$ cat config.mk
export PLATFORM = sky130hd
export DESIGN_NAME = imem_loader
export DESIGN_NICKNAME = d
export VERILOG_FILES = /design/src/rtl/imem_loader_pkg.sv /design/src/rtl/imem_word_assembler.sv /design/src/rtl/imem_loader.sv
export SDC_FILE = /design/constraint.sdc
export NUM_CORES = 1
export LEC_CHECK = 0
export ABC_AREA = 1
export ABC_CLOCK_PERIOD_IN_PS = 2930
export CORE_AREA = 2 2 153 95
export DETAILED_ROUTE_END_ITERATION = 10
export DIE_AREA = 0 0 155 97
export GPL_ROUTABILITY_DRIVEN = 0
export PLACE_DENSITY = 0.73
export SYNTH_ARGS = -nofsm -noshare
export SYNTH_HDL_FRONTEND = slang
export SYNTH_HIERARCHICAL = 1
export SYNTH_SLANG_ARGS = --single-unit
$ cat constraint.sdc
create_clock -name clk -period 2.93 [get_ports clk]
set_input_delay 0.586 -clock clk [delete_from_list [all_inputs] [get_ports clk]]
set_output_delay 0.586 -clock clk [all_outputs]
set_load 0.05 [all_outputs]
$ cat src/rtl/imem_loader_pkg.sv
// Shared state encoding, frame constants and address helper for the
// instruction-memory byte-stream loader.
package imem_loader_pkg;

    typedef enum logic [2:0] {
        IDLE  = 3'd0,
        LEN   = 3'd1,
        DATA  = 3'd2,
        CHK   = 3'd3,
        DONE  = 3'd4,
        ERROR = 3'd5
    } state_t;

    localparam int WORD_BYTES    = 4;
    localparam int MAX_WORDS_DEF = 16384;
    localparam int LEN_BYTES     = 4;
    localparam int CHK_BYTES     = 1;

    // Byte address of word idx; wraps modulo 2^32.
    function automatic logic [31:0] word_addr(input logic [31:0] base,
                                              input logic [31:0] idx);
        return base + idx * 32'(WORD_BYTES);
    endfunction

endpackage

$ cat src/rtl/imem_word_assembler.sv
// Packs payload bytes little-endian into 32-bit words, keeps the XOR checksum
// of the payload and emits a one-cycle pulse alongside each completed word.
module imem_word_assembler
    import imem_loader_pkg::*;
(
    input  logic        clk,
    input  logic        reset,
    input  logic        clear,
    input  logic        accept,
    input  logic [7:0]  in_byte,
    output logic        word_last,
    output logic        word_vld_p1,
    output logic [31:0] word_p1,
    output logic [7:0]  csum
);

    logic [1:0]  idx_p0;
    logic [23:0] lo_bytes_p0;

    assign word_last = accept && (idx_p0 == 2'(WORD_BYTES - 1));

    // Stage 0: byte index and running checksum
    always_ff @(posedge clk or posedge reset) begin
        if (reset) begin
            idx_p0 <= '0;
            csum   <= '0;
        end else if (clear) begin
            idx_p0 <= '0;
            csum   <= '0;
        end else if (accept) begin
            idx_p0 <= idx_p0 + 2'd1;
            csum   <= csum ^ in_byte;
        end
    end

    always_ff @(posedge clk) begin
        if (accept) begin
            case (idx_p0)
                2'd0:    lo_bytes_p0[7:0]   <= in_byte;
                2'd1:    lo_bytes_p0[15:8]  <= in_byte;
                2'd2:    lo_bytes_p0[23:16] <= in_byte;
                default: ;
            endcase
        end
    end

    // Stage 1: completed word, held until the next one completes
    always_ff @(posedge clk or posedge reset) begin
        if (reset) begin
            word_vld_p1 <= 1'b0;
            word_p1     <= '0;
        end else begin
            word_vld_p1 <= word_last;
            if (word_last) begin
                word_p1 <= {in_byte, lo_bytes_p0};
            end
        end
    end

endmodule

$ cat src/rtl/imem_loader.sv
// Write side of the instruction memory: parses a length/payload/checksum byte
// frame, writes consecutive words and holds the CPU in reset until success.
module imem_loader
    import imem_loader_pkg::*;
#(
    parameter logic [31:0] BASE_ADDR = 32'h0000_0000,
    parameter int          MAX_WORDS = MAX_WORDS_DEF,
    parameter int          CNT_W     = 15
) (
    input  logic             clk,
    input  logic             reset,
    input  logic             start,
    input  logic             in_valid,
    input  logic [7:0]       in_byte,
    output logic             in_ready,
    output logic             mem_we,
    output logic [31:0]      mem_addr,
    output logic [31:0]      mem_wdata,
    output logic             busy,
    output logic             done,
    output logic             error,
    output logic             cpu_hold,
    output logic [CNT_W-1:0] words_written
);

    state_t      state, state_nxt;
    logic [31:0] len;
    logic [1:0]  len_idx;
    logic [31:0] len_full;
    logic        acc;
    logic        start_ok;
    logic        len_acc;
    logic        len_last;
    logic        data_acc;
    logic        word_last;
    logic        last_word;
    logic        word_vld_p1;
    logic [31:0] word_p1;
    logic [7:0]  csum;

    assign busy     = (state == LEN) || (state == DATA) || (state == CHK);
    assign in_ready = busy;
    assign done     = (state == DONE);
    assign error    = (state == ERROR);
    assign cpu_hold = (state != DONE);

    assign acc      = in_valid && in_ready;
    assign start_ok = start && !busy;
    assign len_acc  = acc && (state == LEN);
    assign len_last = len_acc && (len_idx == 2'(LEN_BYTES - 1));
    assign len_full = {in_byte, len[23:0]};
    assign data_acc = acc && (state == DATA);
    // len already holds the full count once DATA is entered
    assign last_word = word_last && (32'(words_written) == len - 32'd1);

    imem_word_assembler u_asm (
        .clk         (clk),
        .reset       (reset),
        .clear       (start_ok),
        .accept      (data_acc),
        .in_byte     (in_byte),
        .word_last   (word_last),
        .word_vld_p1 (word_vld_p1),
        .word_p1     (word_p1),
        .csum        (csum)
    );

    assign mem_we    = word_vld_p1;
    assign mem_wdata = word_p1;

    always_ff @(posedge clk or posedge reset) begin
        if (reset) begin
            state <= IDLE;
        end else begin
            state <= state_nxt;
        end
    end

    always_comb begin
        state_nxt = state;
        case (state)
            IDLE, DONE, ERROR: begin
                if (start) begin
                    state_nxt = LEN;
                end
            end
            LEN: begin
                if (len_last) begin
                    if (len_full > 32'(MAX_WORDS)) begin
                        state_nxt = ERROR;
                    end else if (len_full == 32'd0) begin
                        state_nxt = CHK;
                    end else begin
                        state_nxt = DATA;
                    end
                end
            end
            DATA: begin
                if (last_word) begin
                    state_nxt = CHK;
                end
            end
            CHK: begin
                if (acc) begin
                    state_nxt = (in_byte == csum) ? DONE : ERROR;
                end
            end
            default: state_nxt = IDLE;
        endcase
    end

    always_ff @(posedge clk or posedge reset) begin
        if (reset) begin
            len_idx       <= '0;
            words_written <= '0;
            mem_addr      <= '0;
        end else if (start_ok) begin
            len_idx       <= '0;
            words_written <= '0;
        end else begin
            if (len_acc) begin
                len_idx <= len_idx + 2'd1;
            end
            // Address and count move together so both are valid with mem_we
            if (word_last) begin
                mem_addr      <= word_addr(BASE_ADDR, 32'(words_written));
                words_written <= words_written + 1'b1;
            end
        end
    end

    always_ff @(posedge clk) begin
        if (len_acc) begin
            case (len_idx)
                2'd0:    len[7:0]   <= in_byte;
                2'd1:    len[15:8]  <= in_byte;
                2'd2:    len[23:16] <= in_byte;
                default: len[31:24] <= in_byte;
            endcase
        end
    end

endmodule

Word-level counts from Yosys, hierarchy flattened

Cells that the tools add are included.

Register bits: 134
Input port bits: 12
Output and inout bits: 85

$add $sub $neg: 4
Order comparisons: 1
Equality and inequality tests: 18
Multiplexer cells: 16
Bitwise operators: 3
Reductions and logical operators: 28

Operator list:

| kind                                                                              | count |
|---|---|
| 15-bit by 32-bit equality test with 1-bit output                                  | 1 |
| 32-bit by 15-bit greater-than comparator with 1-bit output, second input constant | 1 |
| 32-bit logical NOT                                                                | 1 |
| 32-bit by 1-bit subtractor with 32-bit output, second input constant              | 1 |
| 15-bit two-way mux                                                                | 2 |
| 8-bit two-way mux                                                                 | 2 |
| 2-bit AND reduction                                                               | 8 |
| 15-bit by 1-bit adder with 15-bit output, second input constant                   | 1 |
| 3-bit two-way mux                                                                 | 5 |
| 3-bit case mux with 4 select lines                                                | 1 |
| 2-bit equality test, second input constant                                        | 4 |
| 8-bit equality test                                                               | 1 |
| 2-bit two-way mux                                                                 | 4 |
| 2-bit != test, second input constant                                              | 4 |
| 8-bit XOR                                                                         | 1 |
| 1-bit logical AND                                                                 | 7 |
| 3-bit by 2-bit equality test with 1-bit output, second input constant             | 2 |
| 3-bit equality test, second input constant                                        | 2 |
| 2-bit nonzero test                                                                | 3 |
| 3-bit OR reduction                                                                | 2 |
| 2-bit by 1-bit adder with 2-bit output, second input constant                     | 2 |
| 2-bit by 1-bit equality test with 1-bit output, second input constant             | 2 |
| 2-bit logical NOT                                                                 | 2 |
| 4-bit AND reduction                                                               | 1 |
| 7 further kinds                                                                   | 10 |

Logic depth before layout (Yosys ltp)

Gate-level depths: netlist (run 1).

Word-level depth: 9
Mapped depth: 20
Depth with buffers taken out: 19

Cells and area by module

The synthesis (run 1) kept the hierarchy.

By module, submodules not included:

| module              | instances | cells an instance | area an instance (sq um) | sequential area each (sq um) |
|---|---|---|---|---|
| imem_loader         | 1         | 574               | 4269.1                   | 1836.8 |
| imem_word_assembler | 1         | 226               | 2472.4                   | 1796.7 |

Least setup slack after synthesis (run 1)

No wires, ideal clock.

Path type: flip-flop to flip-flop
From: register state[2]
To: register words_written[14]
Library setup time: 0.124 ns
Arrival time: 2.331 ns
Required time: 2.806 ns
Path slack: 0.475 ns
Stages on the path, launching flop included: 16
Clock period less this slack: 2.455 ns
Path through: dfrtp_1 -> inv_1 -> nand3_1 -> nor2_1 -> nand2_2 -> inv_2 -> buf_4 -> inv_2 -> nor2_1 -> nand3_1 -> nor2_1 -> nand4_1 -> nor3_1 -> nand2_1 -> o21ai_0 -> a21oi_1

Word-level cells in the longest chain between the ends: 7
Elaborated cells on any way between the ends: 12
Classes of those cells: 3 x eq/ne; 1 x mux; 8 x reduce/logical

Ends and longest elaborated chain:

| what                                                                                                             | RTL line                             | text |
|---|---|---|
| from (decl)                                                                                                      | imem_loader.sv:26                    | `state_t state, state_nxt;` |
| from (signal assigned)                                                                                           | imem_loader.sv:75                    | `state <= state_nxt;` |
| 3-bit by 1-bit equality test with 1-bit output or 3-bit by 2-bit equality test with 1-bit output (tied branches) | imem_loader.sv:41, imem_loader.sv:52 |  |
| 1-bit logical OR (2 in a row)                                                                                    | imem_loader.sv:41                    | `assign busy = (state == LEN) \|\| (state == DATA) \|\| (state == CHK);` |
| 1-bit logical AND                                                                                                | imem_loader.sv:47                    | `assign acc = in_valid && in_ready;` |
| 1-bit logical AND (*)                                                                                            | imem_loader.sv:52                    | `assign data_acc = acc && (state == DATA);` |
| net data_acc                                                                                                     | imem_loader.sv:34                    | `logic data_acc;` |
| 1-bit logical AND (*)                                                                                            | imem_word_assembler.sv:20            | `assign word_last = accept && (idx_p0 == 2'(WORD_BYTES - 1));` |
| net word_last                                                                                                    | imem_loader.sv:35                    | `logic word_last;` |
| 2-bit nonzero test (no line) (*)                                                                                 | n/a                                  |  |
| to (signal assigned)                                                                                             | imem_loader.sv:127                   | `words_written <= words_written + 1'b1;` |
| to (decl)                                                                                                        | imem_loader.sv:23                    | `output logic [CNT_W-1:0] words_written` |

The timed path passes the listed nets; every way through them passes the cells marked *.
A chain may end at the register's enable or synchronous reset.

Final worst setup path (run 1)

From: register state[0]
To: output in_ready

Word-level cells in the longest chain between the ends: 3
Elaborated cells on any way between the ends: 5
Classes of those cells: 3 x eq/ne; 2 x reduce/logical

Ends and longest elaborated chain:

| what                                                                                                             | RTL line          | text |
|---|---|---|
| 3-bit by 1-bit equality test with 1-bit output or 3-bit by 2-bit equality test with 1-bit output (tied branches) | imem_loader.sv:41 |  |
| 1-bit logical OR                                                                                                 | imem_loader.sv:41 |  |
| 1-bit logical OR (*)                                                                                             | imem_loader.sv:41 |  |
| to (decl)                                                                                                        | imem_loader.sv:15 | `output logic in_ready,` |

Mark *: on every way between the ends. The rest lies on a longest branch, timed or not.

==> load_flow_metrics.sql, run 1 <==
INSERT INTO impl_metrics (metric_group, metric, value, unit) VALUES
('synth', 'yosys.cell_types.count', '36', ''),
('clock_network', 'cts_sinks', '134', ''),
('synth', 'synthesis.yosys.warnings', '6', ''),
('cells_and_area', 'layout.cells.most_common_list', '265 x nand2_1, 87 x inv_1, 86 x nor2_1', ''),
('cells_and_area', 'layout.cells.most_common', 'nand2_1', ''),
('placed_design', 'postPlaceCellArea', '7750', 'sq um'),
('global_route', 'gr-total-overflow', '0', ''),
('power', 'cellLeakagePower', '3.89', 'nW'),
('clock_network', 'cts-buffers-inserted', '17', ''),
('clock_network', 'ctsHoldBuffers', '0', ''),
('clock_network', 'clk_pin_slew', '0.06', 'ns'),
('critical_path', 'worstReg2RegEnd', 'words_written[14]', ''),
('critical_path', 'crit_slowest_cell', 'clkdlybuf4s50_1', ''),
('cells_and_area', 'postLayoutCellArea', '8390', 'sq um'),
('clock_network', 'clock_tree.root_cell', 'clkbuf_16', ''),
('clock_network', 'cts_tree', 'built', ''),
('timing', 'report.final.hold_viol_count', '0', ''),
('synth', 'synth-edff-count', '56', ''),
('clock_network', 'ctsHtreeMaxLevel', '4', ''),
('critical_path', 'endpoint', 'in_ready', ''),
('job', 'maxCapViolations', '0', ''),
('placed_design', 'buffer_ports.inserted', '79', ''),
('die', 'ios', '97', ''),
('detailed_routing', 'drtIter0Drc', '661', ''),
('critical_path', 'timing.critical_path.cells', 'nor2_1 > nor2_1 > clkdlybuf4s50_1', ''),
('timing', 'setup-tns-final', '0', 'ns'),
('critical_path', 'worst_setup_path_start_kind', 'flop', ''),
('worst_hold_path', 'min_delay_path_depth', '2', ''),
('detailed_routing', 'totalWireLength', '16900', 'microns'),
('power', 'powerDensity', '622', 'nW/um^2'),
('clock_network', 'clk_path_buf_depth', '2', ''),
('global_route', 'grt_max_degree', '44', ''),
('die', 'placement_rows', '33', ''),
('critical_path', 'critPathRequiredTime', '2.34', 'ns'),
('synth', 'synth-seq-area-share', '53.9', '%'),
('timing', 'max_slew.worst_pin.slew', '0.751', 'ns'),
('cells_and_area', 'synthToLayoutAreaGrowth', '24.4', '%'),
('cells_and_area', 'drive_gt1_share', '9.40', '%'),
('global_route', 'antenna_found_initial', '0', ''),
('worst_hold_path', 'timing.hold.worst.class', 'reg2reg', ''),
('timing', 'setup-violations-final', '0', ''),
('critical_path', 'path_max_fanout', '6', ''),
('run_status', 'outcome', 'finished, final reports clean', ''),
('synth', 'synthesis.instances', '800', ''),
('critical_path', 'cpPeakStageDelay', '0.85', 'ns'),
('die', 'die_area', '15000', 'sq um'),
('synth', 'ys_seq_elements', '134', ''),
('detailed_routing', 'wl_per_cell', '15.5', 'microns'),
('global_route', 'grt_first_pass_wirelength', '27000', 'microns'),
('die', 'fp.dieH', '97', 'microns'),
('die', 'die-width', '155', 'microns'),
('timing', 'final_max_slew_viol_count', '0', ''),
('synth', 'share_of_synthesized_registers_carrying_an_async_set_or_reset', '58.2', '%'),
('cells_and_area', 'layout.area.seq', '3630', 'sq um'),
('clock_network', 'postCtsResizedCells', '0', ''),
('detailed_routing', 'antenna_violating_nets_post_route', '0', ''),
('timing', 'final.min_clock_period', '2.58', 'ns'),
('die', 'core-area', '13500', 'sq um'),
('detailed_routing', 'vias_per_cell', '5.04', ''),
('global_route', 'first_global_vias', '5124', ''),
('critical_path', 'crit_start', 'state[0]', ''),
('critical_path', 'r2r-start', 'state[2]', ''),
('clock_network', 'worst_skew_pair.late_latency', '0.41', 'ns'),
('cells_and_area', 'final_net_count', '925', ''),
('timing', 'worst_slew_margin_rel', '49.9', '%'),
('critical_path', 'rrSetupSlack', '0.40', 'ns'),
('critical_path', 'critical_path_arrival', '1.99', 'ns'),
('synth', 'post_synth_instance_area', '6740', 'sq um'),
('die', 'floorplan.initialDensity', '49.9', '%'),
('cells_and_area', 'insertedDiodeCount', '0', ''),
('global_route', 'groute.usage.overall', '23.5', '%');
==> area by class of cell <==
class	count	area share, %
clock buffer	19	5.28
timing repair buffer	98	11.1
inverter	94	4.22
multi-input combinational	557	31.1
tap	175	2.61
clock inverter	13	2.31
sequential	134	43.3
==> registers in the layout, indices dropped and copies added, names as in the netlist, 3 cells and up <==
signal,cells
mem_addr,15
u_asm/word_p1,32
state,3
words_written,15
u_asm/lo_bytes_p0,24
len,32
u_asm/csum,8
==> critical path, delay by kind of cell, from the launching register on <==
kind                   cells  cell delay (ns)
AND/OR/NAND/NOR            2             0.28
buffers and inverters      1             0.85
flip-flops                 1             0.45
==> report_power, final <==
group	internal [mW]	total (mW)	switching [mW]
clock	1.46	2.32	0.857
combinational	0.226	0.788	0.562
sequential	2.04	2.11	0.0721
==> worst min-delay path by stage <==
stage,start,endpoint
2_1_floorplan,u_asm/lo_bytes_p0[0],u_asm/word_p1[0]
3_3_place_gp,u_asm/lo_bytes_p0[21],u_asm/word_p1[21]
3_5_place_dp,u_asm/lo_bytes_p0[17],u_asm/word_p1[17]
4_1_cts,u_asm/lo_bytes_p0[17],u_asm/word_p1[17]
5_1_grt,u_asm/lo_bytes_p0[17],u_asm/word_p1[17]
6_report,u_asm/lo_bytes_p0[17],u_asm/word_p1[17]
==> synthesized netlist by cell type, types with 9 or more instances <==
| cell | number | share of area, % |
|---|---|---|
| dfrtp_1 | 78 | 29 |
| nand2_1 | 265 | 15 |
| nor2_1 | 86 | 4.8 |
| nor2_2 | 10 | 0.93 |
| xor2_1 | 10 | 1.3 |
| ha_1 | 11 | 2.0 |
| inv_1 | 88 | 4.9 |
| nand3_1 | 46 | 3.4 |
| xnor2_1 | 9 | 1.2 |
| edfxtp_1 | 56 | 25 |
| nand2_2 | 10 | 0.93 |
| o21ai_0 | 32 | 2.4 |
| buf_4 | 22 | 2.4 |
| a21oi_1 | 19 | 1.4 |
==> per-layer routing <==
metal  share of wire (%)  GRT usage, %
met1                  49          37.0
met2                  40          31.8
met3                 9.7          7.17
met4                0.72          4.70
met5                   0             0
==> logic make-up after synthesis <==
group / share of synthesized area (%)
buf+inv: 8.30
flops: 53.9
simple gates: 28.6
other cells: 0.0556
compound gates: 4.60
fa+ha+maj: 2.04
xor+xnor: 2.47
==> stage by stage <==
stage / hold slack (ns) / setup WS (ns) / utilization [%] / power, mW / instances
floorplan: 0.418 / 0.475 / - / 2.70 / 816
global placement: 0.424 / 0.160 / 57.4 / 2.91 / 1058
detailed placement: 0.425 / 0.0844 / 57.4 / 2.92 / 1058
CTS: 0.439 / 0.332 / 62.1 / 5.24 / 1090
global route: 0.451 / 0.140 / 62.1 / 5.43 / 1090
finish: 0.440 / 0.355 / 62.1 / 5.22 / 1090
Note: power is estimated with default switching activity, not from simulation.
==> run 2, diff against run 1 <==
--- a/config.mk
+++ b/config.mk
@@ -11,6 +11,7 @@
 export DETAILED_ROUTE_END_ITERATION = 10
 export DIE_AREA = 0 0 155 97
 export GPL_ROUTABILITY_DRIVEN = 0
+export GPL_TIMING_DRIVEN = 0
 export PLACE_DENSITY = 0.73
 export SYNTH_ARGS = -nofsm -noshare
 export SYNTH_HDL_FRONTEND = slang
==> load_flow_metrics.sql, run 2 (same netlist as run 1, synthesis figures left out) <==
INSERT INTO impl_metrics (metric_group, metric, value, unit) VALUES
('run_status', 'outcome', 'finished, final reports clean', ''),
('power', 'powerDensity', '615', 'nW/um^2'),
('global_route', 'grt.met1_usage', '37.4', '%'),
('placed_design', 'buffer_ports.inserted', '79', ''),
('timing', 'rsz0062_at_grt', 'false', ''),
('clock_network', 'clock_tree.root_cell', 'clkbuf_16', ''),
('global_route', 'grt_max_degree', '37', ''),
('cells_and_area', 'drive_gt1_share', '11.7', '%'),
('timing', 'postLayoutSetupSlackWorst', '0.227', 'ns'),
('global_route', 'gr-total-overflow', '0', ''),
('global_route', 'grt_first_pass_wirelength', '27000', 'microns'),
('cells_and_area', 'fill_count', '1129', ''),
('critical_path', 'timing.critical_path.cells', 'clkdlybuf4s50_1 > inv_1 > nor2_4 > nand2_2 > inv_4 > buf_12 > inv_2 > nor2_2 > nand3_1 > nor2_1 > nand4_1 > nor3_2 > nand2_1 > o21ai_0 > a21oi_1', ''),
('detailed_routing', 'drt_drc_violations_left', '0', ''),
('power', 'worst_ir_drop_vdd', '0.000726', 'V'),
('timing', 'layout_worst_path_cycle_share', '92.2', '%'),
('timing', 'final.min_clock_period', '2.70', 'ns'),
('clock_network', 'worst_skew_pair.late_latency', '0.42', 'ns'),
('power', 'p_total', '5.26', 'mW'),
('detailed_routing', 'antenna_violating_nets_post_route', '0', ''),
('global_route', 'antenna_found_initial', '0', ''),
('timing', 'fin_skew', '0.00719', 'ns'),
('cells_and_area', 'layout.area.seq', '3630', 'sq um'),
('detailed_routing', 'detailroute.via_count', '5635', ''),
('critical_path', 'path_max_fanout', '15', ''),
('global_route', 'use_met2', '29.9', '%'),
('critical_path', 'cp.buffers_inverters', '5', ''),
('die', 'floorplan.initialDensity', '49.9', '%'),
('cells_and_area', 'final_net_count', '941', ''),
('clock_network', 'clk_pin_slew', '0.06', 'ns'),
('timing', 'worst_slew_margin_rel', '42.2', '%'),
('die', 'fp.dieH', '97', 'microns'),
('cells_and_area', 'layout.cells.most_common_list', '265 x nand2_1, 85 x inv_1, 83 x nor2_1', ''),
('critical_path', 'critical-path-top-delay-family', 'simple AND/OR/NAND/NOR gates', ''),
('clock_network', 'clk_path_buf_depth', '2', ''),
('cells_and_area', 'top_regs', 'len x32, u_asm/word_p1 x32, u_asm/lo_bytes_p0 x24', ''),
('job', 'maxCapViolations', '0', ''),
('clock_network', 'cts_sinks', '134', ''),
('die', 'placement_rows', '33', ''),
('critical_path', 'rrSetupSlack', '0.27', 'ns'),
('placed_design', 'dpl.cell_count', '1071', ''),
('timing', 'fmax', '370', 'MHz'),
('timing', 'final_max_slew_viol_count', '0', ''),
('timing', 'setup-violations-final', '0', ''),
('cells_and_area', 'insertedDiodeCount', '0', ''),
('cells_and_area', 'synthToLayoutAreaGrowth', '26.9', '%'),
('critical_path', 'timing.critical_path.to_type', 'flop', ''),
('placed_design', 'post-place-ws', '-0.620', 'ns'),
('global_route', 'groute.layer.met3.usage', '6.32', '%'),
('placed_design', 'hpwl', '11900', 'microns'),
('detailed_routing', 'wl_per_cell', '15.2', 'microns'),
('global_route', 'busiest_layer', 'met1', ''),
('detailed_routing', 'totalWireLength', '16800', 'microns'),
('cells_and_area', 'layout.core_utilization', '63.4', '%'),
('die', 'die-width', '155', 'microns'),
('detailed_routing', 'dr.pass1.iters', '5', ''),
('die', 'core-area', '13500', 'sq um'),
('critical_path', 'worst_setup_path_start_kind', 'primary input', ''),
('power', 'cellLeakagePower', '3.98', 'nW'),
('clock_network', 'ctsHtreeMaxLevel', '4', ''),
('cells_and_area', 'stdcell_count', '1106', ''),
('timing', 'max_slew.worst_pin.slew', '0.863', 'ns'),
('die', 'die_area', '15000', 'sq um'),
('timing', 'whs', '0.432', 'ns'),
('cells_and_area', 'multi_input_comb_area', '2650', 'sq um'),
('critical_path', 'critPathRequiredTime', '3.23', 'ns'),
('cells_and_area', 'postLayoutCellArea', '8550', 'sq um'),
('global_route', 'first_global_vias', '5135', ''),
('clock_network', 'cts-buffers-inserted', '17', ''),
('detailed_routing', 'drtIter0Drc', '556', ''),
('cells_and_area', 'layout.cells.most_common', 'nand2_1', ''),
('worst_hold_path', 'timing.hold.worst.class', 'in2async', ''),
('die', 'ios', '97', ''),
('timing', 'setup-tns-final', '0', 'ns'),
('global_route', 'groute.usage.overall', '23.2', '%'),
('critical_path', 'critPathKind', 'in2reg', ''),
('timing', 'report.final.hold_viol_count', '0', ''),
('critical_path', 'critical_path_arrival', '3.00', 'ns'),
('detailed_routing', 'vias_per_cell', '5.09', ''),
('critical_path', 'cpPeakStageDelay', '0.50', 'ns'),
('clock_network', 'cts_tree', 'built', ''),
('placed_design', 'postPlaceCellArea', '7830', 'sq um'),
('clock_network', 'ctsHoldBuffers', '0', ''),
('critical_path', 'crit_slowest_cell', 'clkdlybuf4s50_1', '');
run 2: routing by layer:
| layer | part of all wire [%] | wire [microns] |
|---|---|---|
| met5 | 0 | 0 |
| met4 | 1.4 | 242 |
| met3 | 9.0 | 1510 |
| met2 | 40 | 6680 |
| met1 | 50 | 8380 |
run 2: power breakdown:
part	switching, mW	internal [mW]
registers	0.0700	2.04
clock network	0.848	1.49
logic	0.577	0.234
run 2: area by class of cell:
cell class,instances,area share (%)
clock buffers,19,5.31
well taps,175,2.56
clock inverters,13,2.25
plain buffers,31,2.54
repair buffers,83,9.74
multi-input cells,557,30.9
inverters,94,4.17
flip-flops and latches,134,42.5
run 2: path summary, 6_finish.rpt:
path | startpoint | endpoint | cells after the start
setup / recovery | in_valid | words_written[14] | 15
hold / removal | reset | u_asm/word_p1[5] | 2
setup reg to reg | state[0] | words_written[14] | 15
hold reg to reg | u_asm/lo_bytes_p0[12] | u_asm/word_p1[12] | 2
max in group asynchronous | reset | state[0] | 2
min in group clk | u_asm/lo_bytes_p0[12] | u_asm/word_p1[12] | 2
run 2: what timing repair did:
item                                    4_1_cts  5_1_grt
buffers inserted                              0        3
resized for setup                             3       12
endpoints found under the setup margin        6        7
pin swaps                                     0        2
